### src/rtl/wb_memtest_pkg.sv
// Shared types and LFSR helpers for the Wishbone memory self-test initiator.
package wb_memtest_pkg;

  typedef enum logic [1:0] {IDLE, REQ, GAP, DONE} state_e;
  typedef enum logic {WRITE, READ} phase_e;

  localparam logic [31:0] LFSR_POLY = 32'h04C1_1DB7;

  function automatic logic [31:0] lfsr_step(input logic [31:0] l);
    return {l[30:0], 1'b0} ^ (l[31] ? LFSR_POLY : 32'h0);
  endfunction

  // An all-zero seed would lock the LFSR at zero.
  function automatic logic [31:0] seed_fix(input logic [31:0] s);
    return (s == 32'h0) ? 32'h1 : s;
  endfunction

endpackage

### src/rtl/wb_memtest_lfsr.sv
// Pattern generator: load takes priority over step; holds value otherwise.
module wb_memtest_lfsr
  import wb_memtest_pkg::*;
#(
  parameter logic [31:0] SEED = 32'h0000_0001
) (
  input  logic        clk_i,
  input  logic        rst_i,
  input  logic        load_i,
  input  logic        step_i,
  output logic [31:0] value_o
);

  logic [31:0] lfsr_q, lfsr_d;

  always_comb begin
    lfsr_d = lfsr_q;
    if (load_i)      lfsr_d = seed_fix(SEED);
    else if (step_i) lfsr_d = lfsr_step(lfsr_q);
  end

  always_ff @(posedge clk_i) begin
    if (rst_i) lfsr_q <= seed_fix(SEED);
    else       lfsr_q <= lfsr_d;
  end

  assign value_o = lfsr_q;

endmodule

### src/rtl/wb_memtest_master.sv
// Wishbone classic initiator: writes an LFSR pattern over a word range, reads it back and compares.
// One access per REQ, outputs held until ack; a 1-cycle GAP separates accesses; optional ack timeout aborts.
module wb_memtest_master
  import wb_memtest_pkg::*;
#(
  parameter logic [31:0] BASE_ADDR = 32'h0000_0000,
  parameter int unsigned NUM_WORDS = 256,
  parameter logic [31:0] SEED      = 32'h0000_0001,
  parameter int unsigned TIMEOUT   = 1024
) (
  input  logic        wb_clk_i,
  input  logic        wb_rst_i,
  input  logic        start_i,
  output logic        busy_o,
  output logic        done_o,
  output logic        pass_o,
  output logic        timeout_o,
  output logic [15:0] err_count_o,
  output logic [31:0] first_err_adr_o,
  output logic [31:0] wbm_adr_o,
  output logic [31:0] wbm_dat_o,
  output logic [3:0]  wbm_sel_o,
  output logic        wbm_we_o,
  output logic        wbm_cyc_o,
  output logic        wbm_stb_o,
  input  logic [31:0] wbm_dat_i,
  input  logic        wbm_ack_i
);

  localparam int IW = $clog2(NUM_WORDS + 1);
  localparam int TW = (TIMEOUT == 0) ? 1 : $clog2(TIMEOUT + 1);
  localparam logic [31:0]   BASE_W   = {BASE_ADDR[31:2], 2'b00};
  localparam logic [31:0]   SEED_EFF = seed_fix(SEED);
  localparam logic [IW-1:0] IDX_LAST = IW'(NUM_WORDS - 1);
  localparam logic [TW-1:0] TMO_LAST = TW'(TIMEOUT - 1);

  state_e        state_q;
  phase_e        phase_q;
  logic [IW-1:0] idx_q;
  logic [TW-1:0] tmo_q;
  logic          cyc_q, we_q, done_q, timeout_q;
  logic [31:0]   adr_q, dat_q, ferr_q;
  logic [15:0]   err_q;

  logic        lfsr_load, lfsr_step_en;
  logic [31:0] lfsr_val;
  logic        last_word, mismatch;

  assign last_word = (idx_q == IDX_LAST);
  assign mismatch  = (wbm_dat_i != lfsr_val);

  always_comb begin
    lfsr_load    = 1'b0;
    lfsr_step_en = 1'b0;
    if ((state_q == IDLE || state_q == DONE) && start_i) begin
      lfsr_load = 1'b1;
    end else if (state_q == REQ && wbm_ack_i) begin
      if (last_word && phase_q == WRITE) lfsr_load    = 1'b1;
      else                               lfsr_step_en = 1'b1;
    end
  end

  wb_memtest_lfsr #(.SEED(SEED_EFF)) u_lfsr (
    .clk_i   (wb_clk_i),
    .rst_i   (wb_rst_i),
    .load_i  (lfsr_load),
    .step_i  (lfsr_step_en),
    .value_o (lfsr_val)
  );

  always_ff @(posedge wb_clk_i) begin
    if (wb_rst_i) begin
      state_q   <= IDLE;
      phase_q   <= WRITE;
      idx_q     <= '0;
      tmo_q     <= '0;
      cyc_q     <= 1'b0;
      we_q      <= 1'b0;
      adr_q     <= '0;
      dat_q     <= '0;
      done_q    <= 1'b0;
      timeout_q <= 1'b0;
      err_q     <= '0;
      ferr_q    <= '0;
    end else begin
      unique case (state_q)
        IDLE, DONE: begin
          if (start_i) begin
            done_q    <= 1'b0;
            timeout_q <= 1'b0;
            err_q     <= '0;
            ferr_q    <= '0;
            idx_q     <= '0;
            tmo_q     <= '0;
            phase_q   <= WRITE;
            cyc_q     <= 1'b1;
            we_q      <= 1'b1;
            adr_q     <= BASE_W;
            dat_q     <= SEED_EFF;
            state_q   <= REQ;
          end
        end
        REQ: begin
          // An ack in the expiry cycle still completes the access.
          if (wbm_ack_i) begin
            cyc_q <= 1'b0;
            if (phase_q == READ && mismatch) begin
              if (err_q != 16'hFFFF) err_q  <= err_q + 16'd1;
              if (err_q == 16'h0000) ferr_q <= adr_q;
            end
            if (!last_word) begin
              idx_q   <= idx_q + IW'(1);
              state_q <= GAP;
            end else if (phase_q == WRITE) begin
              idx_q   <= '0;
              phase_q <= READ;
              state_q <= GAP;
            end else begin
              done_q  <= 1'b1;
              state_q <= DONE;
            end
          end else if (TIMEOUT != 0 && tmo_q == TMO_LAST) begin
            cyc_q     <= 1'b0;
            timeout_q <= 1'b1;
            done_q    <= 1'b1;
            state_q   <= DONE;
          end else begin
            tmo_q <= tmo_q + TW'(1);
          end
        end
        GAP: begin
          cyc_q   <= 1'b1;
          tmo_q   <= '0;
          we_q    <= (phase_q == WRITE);
          adr_q   <= BASE_W + (32'(idx_q) << 2);
          dat_q   <= lfsr_val;
          state_q <= REQ;
        end
        default: state_q <= IDLE;
      endcase
    end
  end

  assign busy_o          = (state_q == REQ) || (state_q == GAP);
  assign done_o          = done_q;
  assign pass_o          = done_q && (err_q == 16'h0000) && !timeout_q;
  assign timeout_o       = timeout_q;
  assign err_count_o     = err_q;
  assign first_err_adr_o = ferr_q;
  assign wbm_adr_o       = adr_q;
  assign wbm_dat_o       = dat_q;
  assign wbm_sel_o       = 4'hF;
  assign wbm_we_o        = we_q;
  assign wbm_cyc_o       = cyc_q;
  assign wbm_stb_o       = cyc_q;

endmodule

### config.mk
export PLATFORM = sky130hd
export DESIGN_NAME = wb_memtest_master
export DESIGN_NICKNAME = d
export VERILOG_FILES = /design/src/rtl/wb_memtest_pkg.sv /design/src/rtl/wb_memtest_lfsr.sv /design/src/rtl/wb_memtest_master.sv
export SDC_FILE = /design/constraint.sdc
export NUM_CORES = 1
export LEC_CHECK = 0
export CORE_MARGIN = 2
export CORE_UTILIZATION = 53
export DETAILED_ROUTE_END_ITERATION = 7
export GPL_TIMING_DRIVEN = 0
export PLACE_DENSITY_LB_ADDON = 0.15
export SYNTH_ARGS = -nofsm -noshare
export SYNTH_HDL_FRONTEND = slang
export SYNTH_SLANG_ARGS = --single-unit
### constraint.sdc
create_clock -name wb_clk_i -period 6.8 [get_ports wb_clk_i]
set_input_delay 1.02 -clock wb_clk_i [delete_from_list [all_inputs] [get_ports wb_clk_i]]
set_output_delay 1.02 -clock wb_clk_i [all_outputs]
set_load 0.02 [all_outputs]
# After elaboration in Yosys (flattened, before gate mapping)
# Index checks and enable logic that the tools add are counted.
totals:
  ff_bits: 171
  out_inout_bits: 123
  word_cells: 113
classes:
  addsub: 3
  n_eq_ne: 20
  n_mux: 51
  n_bitwise: 2
  reduce_logical: 24
ops:
  columns: ["operator", "n"]
  rows:
  - ["$pmux W32 S2", 3]
  - ["$mux W32", 5]
  - ["$mux W16", 4]
  - ["$mux W9", 4]
  - ["$mux W11", 3]
  - ["$pmux W11 S3", 1]
  - ["$ne A32 B32 Y1", 1]
  - ["$pmux W16 S2", 1]
  - ["$xor A32 B32 Y32", 1]
  - ["$mux W27", 1]
  - ["$mux W1", 19]
  - ["$pmux W9 S2", 1]
  - ["$add A16 B1 Y16 const B", 1]
  - ["$logic_not A16 Y1", 1]
  - ["$ne A16 B16 Y1 const B", 1]
  - ["$reduce_and A5 Y1", 3]
  - ["$reduce_and A4 Y1", 3]
  - ["$add A11 B1 Y11 const B", 1]
  - ["$eq A11 B10 Y1 const B", 1]
  - ["$ne A2 B2 Y1 const B", 5]
  - ["$add A9 B1 Y9 const B", 1]
  - ["$eq A9 B8 Y1 const B", 1]
  - ["$ne A3 B3 Y1 const B", 3]
  - ["$ne A2 B1 Y1 const B", 4]
  - ["16 further kinds", 31]

# Depth between registers and ports, before layout
logic_depth:
  ltp_word: 6
  ltp_mapped: 11

# By module
# Synthesis repeated with hierarchy kept, for this count alone.
unflattened:
  hier_cells: 717
  area_unflattened_um2: 6329.8
modules_own_cells:
  columns: ["module", "n_inst", "cells_each", "area_each_um2", "seq_area_each_um2"]
  rows:
  - ["wb_memtest_master", 1, 596, 5002.3, 1861.8]
  - ["wb_memtest_lfsr", 1, 121, 1327.5, 640.6]

# Least setup slack after synthesis
# OpenSTA, ideal clock, no wires.
synth_path:
  kind: "register to output"
  startpoint: "register err_q[0] (netlist: err_count_o[0])"
  endpoint: "output port pass_o"
  arrival_time_ns: 1.556
  slack_ns: 4.224
  path_stages_with_launch: 6
  cell_sequence: "dfxtp_1 > inv_1 > ha_1 > nor4b_1 > nand4_1 > nor3b_1"
synth_between:
  elab_chain_cells: 3
synth_lines:
  columns: ["item", "line_no", "source"]
  rows:
  - ["start, declared", "wb_memtest_master.sv:43", "logic [15:0] err_q;"]
  - ["start signal, assigned", "wb_memtest_master.sv:108", "if (err_q != 16'hFFFF) err_q <= err_q + 16'd1;"]
  - ["$logic_not A16 Y1", "wb_memtest_master.sv:146", "assign pass_o = done_q && (err_q == 16'h0000) && !timeout_q;"]
  - ["$logic_and A1 B1 Y1 (2 in a row)", "wb_memtest_master.sv:146", null]
  - ["end, declared", "wb_memtest_master.sv:16", "output logic pass_o,"]
# Every way passes these cells.

# Worst setup path after layout
# Ends and elaborated chain as after synthesis.

==> summary.md <==
| Metric | Value |
|---|---|
| Total chip power | 2.21 mW |
| DRC | 0 |
| Vias in the first global route | 5471 |
| Clock sinks | 125 |
| Antenna violations before repair | 0 |
| I/O Buffers | 108 |
| Most frequent cells after synthesis | dfxtp_1 (125), nor2_1 (119), xnor2_1 (54) |
| CP Cell Sequence | inv_1 > ha_1 > nor4b_1 > nand4_1 > nor3b_1 > clkdlybuf4s50_1 |
| Worst-Skew Late Latency | 410 ps |
| Worst hold start | first_err_adr_o[8] |
| DR vias/cell | 5.59 |
| GRT Util Overall | 26.1% |
| F_max | 282 MHz |
| First-pass GRT wire length | 26.5 mm |
| Core box area | 11000 µm² |
| #FFs+latches synth | 125 |
| Net switching share of the total power | 31.1% |
| Die H | 111 µm |
| Met1 wire length | 6.69 mm |
| Reg-to-Reg End | u_lfsr.value_o[10] |
| Comb pwr share | 21.7% |
| Critical path data required time | 5780 ps |
| Yosys warnings | 0 |
| Crit path DAT | 2530 ps |
| Gr ovfl total | 0 |
| Hold slack | 473 ps |
| Crit Path Class | reg -> out |
| Max incr delay on CP | 640 ps |
| DP HPWL | 11.6 mm |
| Clock Skew | 6.47 ps |
| Worst-Margin Slew | 811 ps |
| Most common cell in the netlist | dfxtp_1 |
| Clock buffer depth | 2 |
| Hold Violations, Final | 0 |
| Power per cell area | 274 nW/µm² |
| Slowest CP cell | clkdlybuf4s50_1 |
| Cells after synthesis | 685 |
| Reg2reg setup slack | 4110 ps |
| Max-slew violation count | 0 |
| Top layer used by detailed routing | met4 |
| Fillers | 838 |
| Num ports | 159 |
| Met3 WL post-DR | 1.15 mm |
| Max_slew headroom | 46.0% |
| Outcome | completed |
| Post-CTS repair timing setup buffer count | 0 |
| Top-area cell type share of the netlist area | 41.5% |
| Cell taking the most area after synthesis | dfxtp_1 |
| Net Sw Power | 0.686 mW |
| Initial Util | 54.9% |
| Async S/R FF share, synth | 0% |
| CTS root buffer | clkbuf_16 |
| Ant. Diodes | 0 |
| Crit path launch type | flop |
| Yosys cell types | 66 |
| Share of layout cells above drive strength 1 | 12.8% |
| Clock share of power | 41.5% |
| LEAKAGE | 3.09 nW |
| Max-cap viol count | 0 |
| WL final | 16.3 mm |
| Fin crit share | 52.2% |
| Synthesized area per cell | 8.81 µm² |
| DR pass1 iterations | 5 |
| Unrepaired setup endpoints after global routing | no |
| Worst setup path end | pass_o |
| Internal cell power | 1.52 mW |
| Antenna Nets Post-Route | 0 |
| Largest net degree at the start of global routing | 17 |
| Num CTS Buffers | 17 |
| Share of the yosys chip area belonging to registers | 41.5% |
| CTS Hold Buffers Added | 0 |
| DIE WIDTH | 111 µm |
| Final net count | 902 |
| Critical Path End Type | output port |
| Synth top area cells | dfxtp_1 (41%), xnor2_1 (7.8%), nor2_1 (7.4%) |
| Avg WL per Cell | 16.1 µm |
| Post-Syn Area | 6030 µm² |
| Predominant post-synthesis flop cell | dfxtp_1 |
| DIE AREA | 12300 µm² |
| Met2 WL post-DR | 7.97 mm |
| Setup crit start | err_count_o[0] |
| Post-cts sizing count | 0 |
| Max VDD drop | 0.000180 V |
| Final min period | 3550 ps |
| Flop pwr share | 36.8% |
| Routability cong. | 0.912 |
| Setup TNS | 0 ps |
| Clk slew on worst S/H paths | 60 ps |
| Area Overhead vs Synth | 33.7% |
| R2r startpoint | state_q[1] |
| Final setup fails | 0 |
| CTS tree | built |
| Core Rows | 38 |
| FF-to-FF path depth | 8 |
| Initial drt markers | 373 |
| Worst hold path class | reg -> reg |
| Max Fanout on Critical Path | 5 |
| Post-synth EDFFs | 0 |
| DR vias | 5664 |
| H-tree depth | 4 |
[registers in the layout, indices dropped and copies added (netlist names), 2 cells and up]
register	flops
first_err_adr_o	9
idx_q	9
tmo_q	11
wbm_adr_o	9
state_q	2
err_count_o	16
u_lfsr.value_o	32
wbm_dat_o	32
[how the worst min path moves through the flow]
stage	end	slack [ps]	cells after the start
3_3_place_gp	first_err_adr_o[6]	460	1
2_1_floorplan	state_q[1]	450	2
6_report	first_err_adr_o[8]	470	1
3_5_place_dp	first_err_adr_o[8]	460	1
5_1_grt	first_err_adr_o[9]	500	1
4_1_cts	first_err_adr_o[8]	480	1
[per-layer routing]
layer	GRT usage [%]	up-vias
li1	-	2680
met1	31.0	2687
met2	45.2	250
met3	7.11	47
met4	9.33	0
met5	0	-
[worst max-delay path: cells and delay by family, from the launching register on]
kind                       cells  cell delay (ps)
DFF                            1              340
buffers and inverters          2              740
adders and majority gates      1              190
and+or+nand+nor                3              850
[logic make-up (layout without fill, tap and decap cells)]
logic type               Yosys count  in the layout  share of synthesized area [%]
multiplexers                       2              2                          0.373
XOR/XNOR                          55             55                           7.99
AND/OR/NAND/NOR                  230            230                           18.4
other                              2             50                          0.125
flip-flops                       125            125                           41.5
buffers and inverters            107            247                           10.2
adder cells (fa/ha/maj)            6              6                           1.24
AO/OA/AOI/OAI                    158            158                           20.1
[power by group through the flow]
stage               Sequential (mW)  Clock, mW  Combinational [mW]
floorplan                     0.823          0               0.324
global placement              0.826          0               0.450
detailed placement            0.827          0               0.461
CTS                           0.812      0.921               0.473
global route                  0.817      0.958               0.519
finish                        0.814      0.917               0.479
[cell usage in the layout, fill, tap and decap left out, types with 12 or more instances in the layout]
cell type / synthesis / final
dfxtp_1: 125 / 125
nor2_1: 119 / 119
clkdlybuf4s50_1: 0 / 108
xnor2_1: 54 / 54
buf_4: 52 / 52
conb_1: 2 / 50
a22oi_1: 42 / 42
clkbuf_1: 26 / 28
nand2_1: 27 / 27
a211oi_1: 20 / 20
a21oi_1: 18 / 18
inv_1: 17 / 17
clkbuf_16: 0 / 17
nand4_1: 14 / 14
nand3_1: 14 / 14
nor3_1: 13 / 13
a311oi_1: 13 / 13
a22o_1: 12 / 12
[per-stage QoR]
step | area [µm²] | std cells | worst slack, ps | utilization [%]
after global routing | 8070 | 1013 | 3120 | 73.5
after CTS | 8070 | 1013 | 3270 | 73.5
after global placement | 7470 | 981 | 3380 | 68.0
after detailed placement | 7470 | 981 | 3340 | 68.0
final | 8070 | 1013 | 3250 | 73.5
after floorplan | 6210 | 733 | 4220 | -
[area by class of cell]
class                           instances  area (µm²)  area share (%)
Multi-Input combinational cell        501        3090            38.3
Sequential cell                       125        2500            31.0
Timing Repair Buffer                  108        1080            13.4
Buffer                                 90         554            6.87
Clock buffer                           19         433            5.37
Tap cell                              140         175            2.17
Clock inverter                         13         166            2.06
Inverter                               17        63.8           0.791
No activity file was read; power rests on OpenSTA's default activity.
